## src/rtl/sram_ctrl_pkg.sv

```systemverilog
// Shared types and widths for the 32-bit bus to 16-bit async SRAM bridge.
package sram_ctrl_pkg;

    localparam int unsigned SRAM_DW = 16;
    localparam int unsigned BUS_DW  = 32;
    localparam int unsigned STRB_W  = BUS_DW / 8;

    typedef enum logic [1:0] {
        IDLE  = 2'd0,
        PH_LO = 2'd1,
        PH_HI = 2'd2,
        RESP  = 2'd3
    } state_t;

    typedef enum logic [1:0] {
        SETUP  = 2'd0,
        STROBE = 2'd1,
        HOLD   = 2'd2
    } phase_t;

    // Request fields latched at accept; the address is kept separately at SRAM width.
    typedef struct packed {
        logic              we;
        logic [BUS_DW-1:0] wdata;
        logic [STRB_W-1:0] wstrb;
    } txn_t;

    function automatic logic is_phase(input state_t s);
        return (s == PH_LO) || (s == PH_HI);
    endfunction

endpackage

```

## src/rtl/sram_phase_timer.sv

```systemverilog
// Sequences SETUP / STROBE x WAIT_CYCLES / HOLD within one SRAM phase.
module sram_phase_timer
    import sram_ctrl_pkg::*;
#(
    parameter int unsigned WAIT_CYCLES = 1
) (
    input  logic       clk,
    input  logic       rst_n,
    input  logic       start_i,
    output logic [1:0] phase_nxt_o,
    output logic       phase_done_o,
    output logic       capture_o
);

    localparam int unsigned CNT_W = (WAIT_CYCLES > 1) ? $clog2(WAIT_CYCLES) : 1;

    phase_t             phase_q, phase_d;
    logic [CNT_W-1:0]   cnt_q, cnt_d;
    logic               strobe_last;

    assign strobe_last = (cnt_q == CNT_W'(WAIT_CYCLES - 1));

    always_comb begin
        phase_d = phase_q;
        cnt_d   = cnt_q;
        if (start_i) begin
            phase_d = SETUP;
            cnt_d   = '0;
        end else begin
            case (phase_q)
                SETUP: begin
                    phase_d = STROBE;
                    cnt_d   = '0;
                end
                STROBE: begin
                    if (strobe_last) phase_d = HOLD;
                    else             cnt_d   = cnt_q + CNT_W'(1);
                end
                default: ;
            endcase
        end
    end

    // HOLD doubles as the parked state between phases.
    always_ff @(posedge clk or negedge rst_n) begin
        if (!rst_n) begin
            phase_q <= HOLD;
            cnt_q   <= '0;
        end else begin
            phase_q <= phase_d;
            cnt_q   <= cnt_d;
        end
    end

    assign phase_nxt_o  = phase_d;
    assign phase_done_o = (phase_q == HOLD);
    assign capture_o    = (phase_q == STROBE) && strobe_last;

endmodule

```

## src/rtl/sram_ctrl.sv

```systemverilog
// Bridges one 32-bit bus request into up to two 16-bit async SRAM phases, low half first.
module sram_ctrl
    import sram_ctrl_pkg::*;
#(
    parameter int unsigned WAIT_CYCLES = 1,
    parameter int unsigned SRAM_AW     = 20
) (
    input  logic               ACLK,
    input  logic               ARESETN,
    input  logic               req_valid,
    output logic               req_ready,
    input  logic               req_we,
    input  logic [31:0]        req_addr,
    input  logic [31:0]        req_wdata,
    input  logic [3:0]         req_wstrb,
    output logic               rsp_valid,
    output logic [31:0]        rsp_rdata,
    output logic [SRAM_AW-1:0] SRAM_ADDR,
    output logic               SRAM_CE_N,
    output logic               SRAM_OE_N,
    output logic               SRAM_WE_N,
    output logic               SRAM_LB_N,
    output logic               SRAM_UB_N,
    output logic [15:0]        sram_dq_o,
    output logic               sram_dq_oe,
    input  logic [15:0]        sram_dq_i
);

    localparam int unsigned WADDR_W = SRAM_AW - 1;

    state_t               state_q, state_d;
    txn_t                 txn_q, txn_d;
    logic [WADDR_W-1:0]   waddr_q, waddr_d;
    logic [BUS_DW-1:0]    rbuf_q, rbuf_d;

    logic                 req_ready_q, req_ready_d;
    logic                 rsp_valid_q, rsp_valid_d;
    logic [BUS_DW-1:0]    rsp_rdata_q, rsp_rdata_d;
    logic [SRAM_AW-1:0]   addr_q, addr_d;
    logic                 ce_n_q, ce_n_d, oe_n_q, oe_n_d, we_n_q, we_n_d;
    logic                 lb_n_q, lb_n_d, ub_n_q, ub_n_d;
    logic [SRAM_DW-1:0]   dq_q, dq_d;
    logic                 dq_oe_q, dq_oe_d;

    logic                 accept;
    logic                 start;
    logic [1:0]           phase_nxt_raw;
    phase_t               phase_nxt;
    logic                 phase_done;
    logic                 capture;
    logic                 in_phase, hi, strobe;
    logic                 unused_addr_bits;

    assign unused_addr_bits = ^{req_addr[1:0], req_addr[31:SRAM_AW+1]};
    assign accept           = req_valid && req_ready_q;
    assign start            = is_phase(state_d) && (state_d != state_q);
    assign phase_nxt        = phase_t'(phase_nxt_raw);

    sram_phase_timer #(
        .WAIT_CYCLES (WAIT_CYCLES)
    ) u_timer (
        .clk          (ACLK),
        .rst_n        (ARESETN),
        .start_i      (start),
        .phase_nxt_o  (phase_nxt_raw),
        .phase_done_o (phase_done),
        .capture_o    (capture)
    );

    // Phase sequencing; writes skip halves whose byte enables are all clear.
    always_comb begin
        state_d = state_q;
        txn_d   = txn_q;
        waddr_d = waddr_q;
        case (state_q)
            IDLE: begin
                if (accept) begin
                    txn_d   = '{we: req_we, wdata: req_wdata, wstrb: req_wstrb};
                    waddr_d = req_addr[SRAM_AW:2];
                    if (!req_we || (req_wstrb[1:0] != 2'b00)) state_d = PH_LO;
                    else if (req_wstrb[3:2] != 2'b00)         state_d = PH_HI;
                    else                                      state_d = RESP;
                end
            end
            PH_LO: begin
                if (phase_done)
                    state_d = (!txn_q.we || (txn_q.wstrb[3:2] != 2'b00)) ? PH_HI : RESP;
            end
            PH_HI: begin
                if (phase_done) state_d = RESP;
            end
            RESP:    state_d = IDLE;
            default: state_d = IDLE;
        endcase
    end

    // Pin values are derived from the next state so every output comes straight from a flop.
    always_comb begin
        in_phase    = is_phase(state_d);
        hi          = (state_d == PH_HI);
        strobe      = in_phase && (phase_nxt == STROBE);
        req_ready_d = (state_d == IDLE);
        rsp_valid_d = (state_d == RESP);
        rsp_rdata_d = rsp_rdata_q;
        ce_n_d      = !in_phase;
        oe_n_d      = !(strobe && !txn_d.we);
        we_n_d      = !(strobe && txn_d.we);
        dq_oe_d     = in_phase && txn_d.we;
        addr_d      = addr_q;
        dq_d        = dq_q;
        lb_n_d      = 1'b1;
        ub_n_d      = 1'b1;
        rbuf_d      = rbuf_q;

        if ((state_d == RESP) && !txn_d.we) rsp_rdata_d = rbuf_q;

        if (in_phase) begin
            addr_d = {waddr_d, hi};
            if (txn_d.we) begin
                lb_n_d = hi ? ~txn_d.wstrb[2] : ~txn_d.wstrb[0];
                ub_n_d = hi ? ~txn_d.wstrb[3] : ~txn_d.wstrb[1];
                dq_d   = hi ? txn_d.wdata[31:16] : txn_d.wdata[15:0];
            end else begin
                lb_n_d = 1'b0;
                ub_n_d = 1'b0;
            end
        end

        if (capture && !txn_q.we) begin
            if (state_q == PH_LO)      rbuf_d[15:0]  = sram_dq_i;
            else if (state_q == PH_HI) rbuf_d[31:16] = sram_dq_i;
        end
    end

    always_ff @(posedge ACLK or negedge ARESETN) begin
        if (!ARESETN) begin
            state_q     <= IDLE;
            txn_q       <= '0;
            waddr_q     <= '0;
            rbuf_q      <= '0;
            req_ready_q <= 1'b0;
            rsp_valid_q <= 1'b0;
            rsp_rdata_q <= '0;
            addr_q      <= '0;
            ce_n_q      <= 1'b1;
            oe_n_q      <= 1'b1;
            we_n_q      <= 1'b1;
            lb_n_q      <= 1'b1;
            ub_n_q      <= 1'b1;
            dq_q        <= '0;
            dq_oe_q     <= 1'b0;
        end else begin
            state_q     <= state_d;
            txn_q       <= txn_d;
            waddr_q     <= waddr_d;
            rbuf_q      <= rbuf_d;
            req_ready_q <= req_ready_d;
            rsp_valid_q <= rsp_valid_d;
            rsp_rdata_q <= rsp_rdata_d;
            addr_q      <= addr_d;
            ce_n_q      <= ce_n_d;
            oe_n_q      <= oe_n_d;
            we_n_q      <= we_n_d;
            lb_n_q      <= lb_n_d;
            ub_n_q      <= ub_n_d;
            dq_q        <= dq_d;
            dq_oe_q     <= dq_oe_d;
        end
    end

    assign req_ready  = req_ready_q;
    assign rsp_valid  = rsp_valid_q;
    assign rsp_rdata  = rsp_rdata_q;
    assign SRAM_ADDR  = addr_q;
    assign SRAM_CE_N  = ce_n_q;
    assign SRAM_OE_N  = oe_n_q;
    assign SRAM_WE_N  = we_n_q;
    assign SRAM_LB_N  = lb_n_q;
    assign SRAM_UB_N  = ub_n_q;
    assign sram_dq_o  = dq_q;
    assign sram_dq_oe = dq_oe_q;

endmodule

```

## config.mk

```make
export PLATFORM = sky130hd
export DESIGN_NAME = sram_ctrl
export DESIGN_NICKNAME = d
export VERILOG_FILES = /design/src/rtl/sram_ctrl_pkg.sv /design/src/rtl/sram_phase_timer.sv /design/src/rtl/sram_ctrl.sv
export SDC_FILE = /design/constraint.sdc
export NUM_CORES = 1
export LEC_CHECK = 0
export ABC_CLOCK_PERIOD_IN_PS = 2670
export CORE_MARGIN = 2
export CORE_UTILIZATION = 46
export DETAILED_ROUTE_END_ITERATION = 12
export MAX_ROUTING_LAYER = met4
export PLACE_DENSITY = 0.74
export RECOVER_POWER = 100
export SLEW_MARGIN = 20
export SYNTH_ARGS = -nofsm -noshare
export SYNTH_HDL_FRONTEND = slang
export SYNTH_HIERARCHICAL = 1
export SYNTH_SLANG_ARGS = --single-unit
```

## constraint.sdc

```tcl
create_clock -name ACLK -period 2.67 [get_ports ACLK]
set_input_delay 0.534 -clock ACLK [delete_from_list [all_inputs] [get_ports ACLK]]
set_output_delay 0.534 -clock ACLK [all_outputs]
set_load 0.02 [all_outputs]
```

==> results.cfg, run 1 <==
[floorplan]
ios = 164
die_width_um = 124
initial_utilization = 0.472
rows = 43
dieHeight_um = 124
die_area_sq_um = 15300
core_area_sq_um = 13900

[logic_synthesis]
synth_ff_type = dfrtp_1
avgSynthCellArea_sq_um = 13.5
mappedNetlistArea_sq_um = 6580
ys_seq_area_frac = 0.640
ys_warn_count = 6
synth_nets = 580
async_reset_ff_frac = 1.00
ys_seq_elements = 168
synth-edff-count = 0
ys_types = 29
postSynthCellCount = 486

[place]
dp_slack_ns = -0.238
placed_area_sq_um = 8540
io_buffers = 150
dp_hpwl_mm = 10.1
finalWeightedCongestion = 0.816

[route]
drt-pass1-iter-count = 4
wirelength_mm = 14.3
drc = 0
vias_per_cell = 5.14
drt.antenna.violating_nets = 0
first_iter_violations = 146
routed-via-count = 4391
post_drt_wl_per_cell_um = 16.7

[worst_setup_path]
endpoint_kind = flop
ff2ff_setup_slack_ns = 0.25
r2r_start = u_timer/phase_q[1]
worstPathCellList = clkdlybuf4s50_1 > nor3b_1 > clkbuf_1 > a31oi_1 > nor2_1 > a21o_1 > ha_1 > nand2_1 > clkbuf_4 > mux2_2
critPathArrivalTime_ns = 2.78
r2r_end = sram_dq_o[2]
required_ns = 2.97
crit_path_start_kind = input port
ff2ff_path_depth = 11
crit_slowest_cell = clkdlybuf4s50_1
crit_buf_inv = 3
critPathMaxFanout = 32
slowest_delay_ns = 0.51
cp_top_family = buffers and inverters
crit_type = in -> reg

[grt]
antenna_found_initial = 0
grt_pass1_vias = 4624
overflow = 0
grt_max_degree = 72
grt_usage = 0.208
grt_pass1_wl_mm = 23.2

[run_status]
violations = capacitance limit, slew limit
status = finished with violations

[sta]
finalMaxSlewViolations = 72
relSlewSlack = -0.157
finalSetupViolations = 0
tightest_slew_ns = 1.74
hold_violations = 0
worst_slack_ns = 0.190
min_period_ns = 2.48
rsz0062_at_grt = false
fmax_ghz = 0.403
fin_worst_skew_ns = 0.0139
fin_crit_sh = 0.929

[min_path]
hold_end = txn_q[18]
min_from = txn_q[18]
hp-class = reg -> reg
hold_path_depth = 1

[clock_tree]
cts_made_buffers = 17
clock_tree.root_cell = clkbuf_16
cts.clk_slew.worst_paths_ns = 0.06
post_cts_buffers = 0
htreeDepth = 4
cts.path.max_buffers = 2
cts_sinks = 168
ctsHoldBuffers = 0
clock_latency_ns = 0.42
cts_tree = done

[pwr]
p_leak_nw = 4.06
power_density_nw_per_um2 = 1370
ir_drop_v = 0.000700

[finish]
diodes = 0
final_nets = 758
final_util = 0.648
area_growth_pct = 37.3
design_area_sq_um = 9030
drive_gt1_frac = 0.236

[flow_run]
drv_cap = 1
[repair_timing]
item                       CTS  global route
resized for setup            0             1
setup endpoints to repair    0             1
hold endpoints to repair     0             0
[worst register-to-register path: cells and delay by family (launching register included)]
kind	cells	cell delay (ns)
simple gates	1	0.07
compound gates	2	0.41
buf+inv	5	0.63
mux	1	0.21
fa+ha+maj	2	0.46
flops	1	0.53
[cells by family (layout without fill, tap and decap cells)]
| family | after synthesis | after routing | share of synthesized area |
|---|---|---|---|
| adders and majority gates | 6 | 6 | 0.0114 |
| AOI/OAI and AO/OA | 44 | 44 | 0.0426 |
| DFF | 168 | 168 | 0.640 |
| and+or+nand+nor | 110 | 110 | 0.0705 |
| buffers and inverters | 34 | 222 | 0.0240 |
| muxes | 124 | 124 | 0.211 |
[layout make-up]
class | count | area [sq um]
Tap cell | 180 | 225
Inverter | 7 | 27.5
Clock inverter | 9 | 153
Fill cell | 1046 | 4900
Clock buffer | 20 | 437
Timing Repair Buffer | 186 | 1750
Sequential cell | 168 | 4210
Multi-Input combinational cell | 284 | 2230
[worst max path at each step]
| stage | startpoint | endpoint | cells after the start |
|---|---|---|---|
| after global placement | req_we | sram_dq_o[13] | 11 |
| after detailed placement | req_wstrb[0] | sram_dq_o[5] | 11 |
| after CTS | req_wstrb[0] | sram_dq_o[5] | 11 |
| final | req_wstrb[0] | rsp_rdata[29] | 10 |
| after floorplan | req_wstrb[1] | SRAM_OE_N | 10 |
| after global routing | req_we | SRAM_ADDR[4] | 11 |
[flip-flops by register name, indices dropped and copies added (netlist names), 2 cells and up]
| name | cells |
|---|---|
| rsp_rdata | 32 |
| u_timer/phase_q | 2 |
| state_q | 2 |
| txn_q | 37 |
| waddr_q | 19 |
| SRAM_ADDR | 20 |
| rbuf_q | 32 |
| sram_dq_o | 16 |
[cell usage after synthesis, types with 2 or more instances]
master / count / area (sq um)
dfrtp_1: 162 / 4050
mux2_2: 120 / 1350
nor2_1: 94 / 353
o21ai_0: 18 / 90.1
o31ai_1: 17 / 128
buf_2: 14 / 70.1
clkbuf_1: 11 / 41.3
dfstp_2: 6 / 158
ha_1: 6 / 75.1
inv_1: 5 / 18.8
mux2i_1: 4 / 40.0
nand2_1: 4 / 15.0
a21oi_1: 3 / 15.0
nor2b_1: 3 / 18.8
nor3b_1: 3 / 22.5
a211oi_1: 2 / 15.0
nor4bb_1: 2 / 20.0
[through the flow]
stage	setup TNS [ns]	total power [mW]	hold slack, ns	cells
finish	0	12.4	0.482	854
floorplan	0	7.86	0.238	486
detailed placement	-5.01	10.5	0.485	825
global route	0	13.3	0.504	854
global placement	-2.07	10.2	0.480	825
CTS	0	13.0	0.138	854
[where the power goes]
part           switching, mW  internal, mW
logic                   2.96          2.59
clock network          0.929          1.54
registers              0.534          3.86
[placed cells by master (no fill, tap or decap), types with 2 or more instances in the layout]
cell type        Yosys  final
a211oi_1             2      2
a21oi_1              3      3
buf_12               0      2
buf_4                1     18
bufinv_16            0      4
clkbuf_1            11      9
clkbuf_16            0     17
clkbuf_2             0      8
clkbuf_4             0      3
clkdlybuf4s50_1      0     73
clkinv_2             1      3
clkinvlp_4           0      3
dfrtp_1            162    162
dfstp_2              6      6
dlygate4sd3_1        0     76
ha_1                 6      6
inv_1                5      6
mux2_1               0     27
mux2_2             120     93
mux2i_1              4      4
nand2_1              4      4
nor2_1              94     94
nor2b_1              3      3
nor3b_1              3      3
o21ai_0             18     18
o31ai_1             17     17
[routing by layer]
layer  global-route usage  part of all wire  wire [um]
met4               0.0746             0.014        205
met5                    -                 0          0
met2                0.323              0.49       6970
met1                0.262              0.44       6270
met3               0.0586             0.057        815
Power figures use the tool's default switching activity.
==> run 2, diff against run 1 <==
CTS_CLUSTER_DIAMETER = 80   (was unset)
==> results of run 2 <==
Final layout, timing and power as in run 1 (identical DEF).
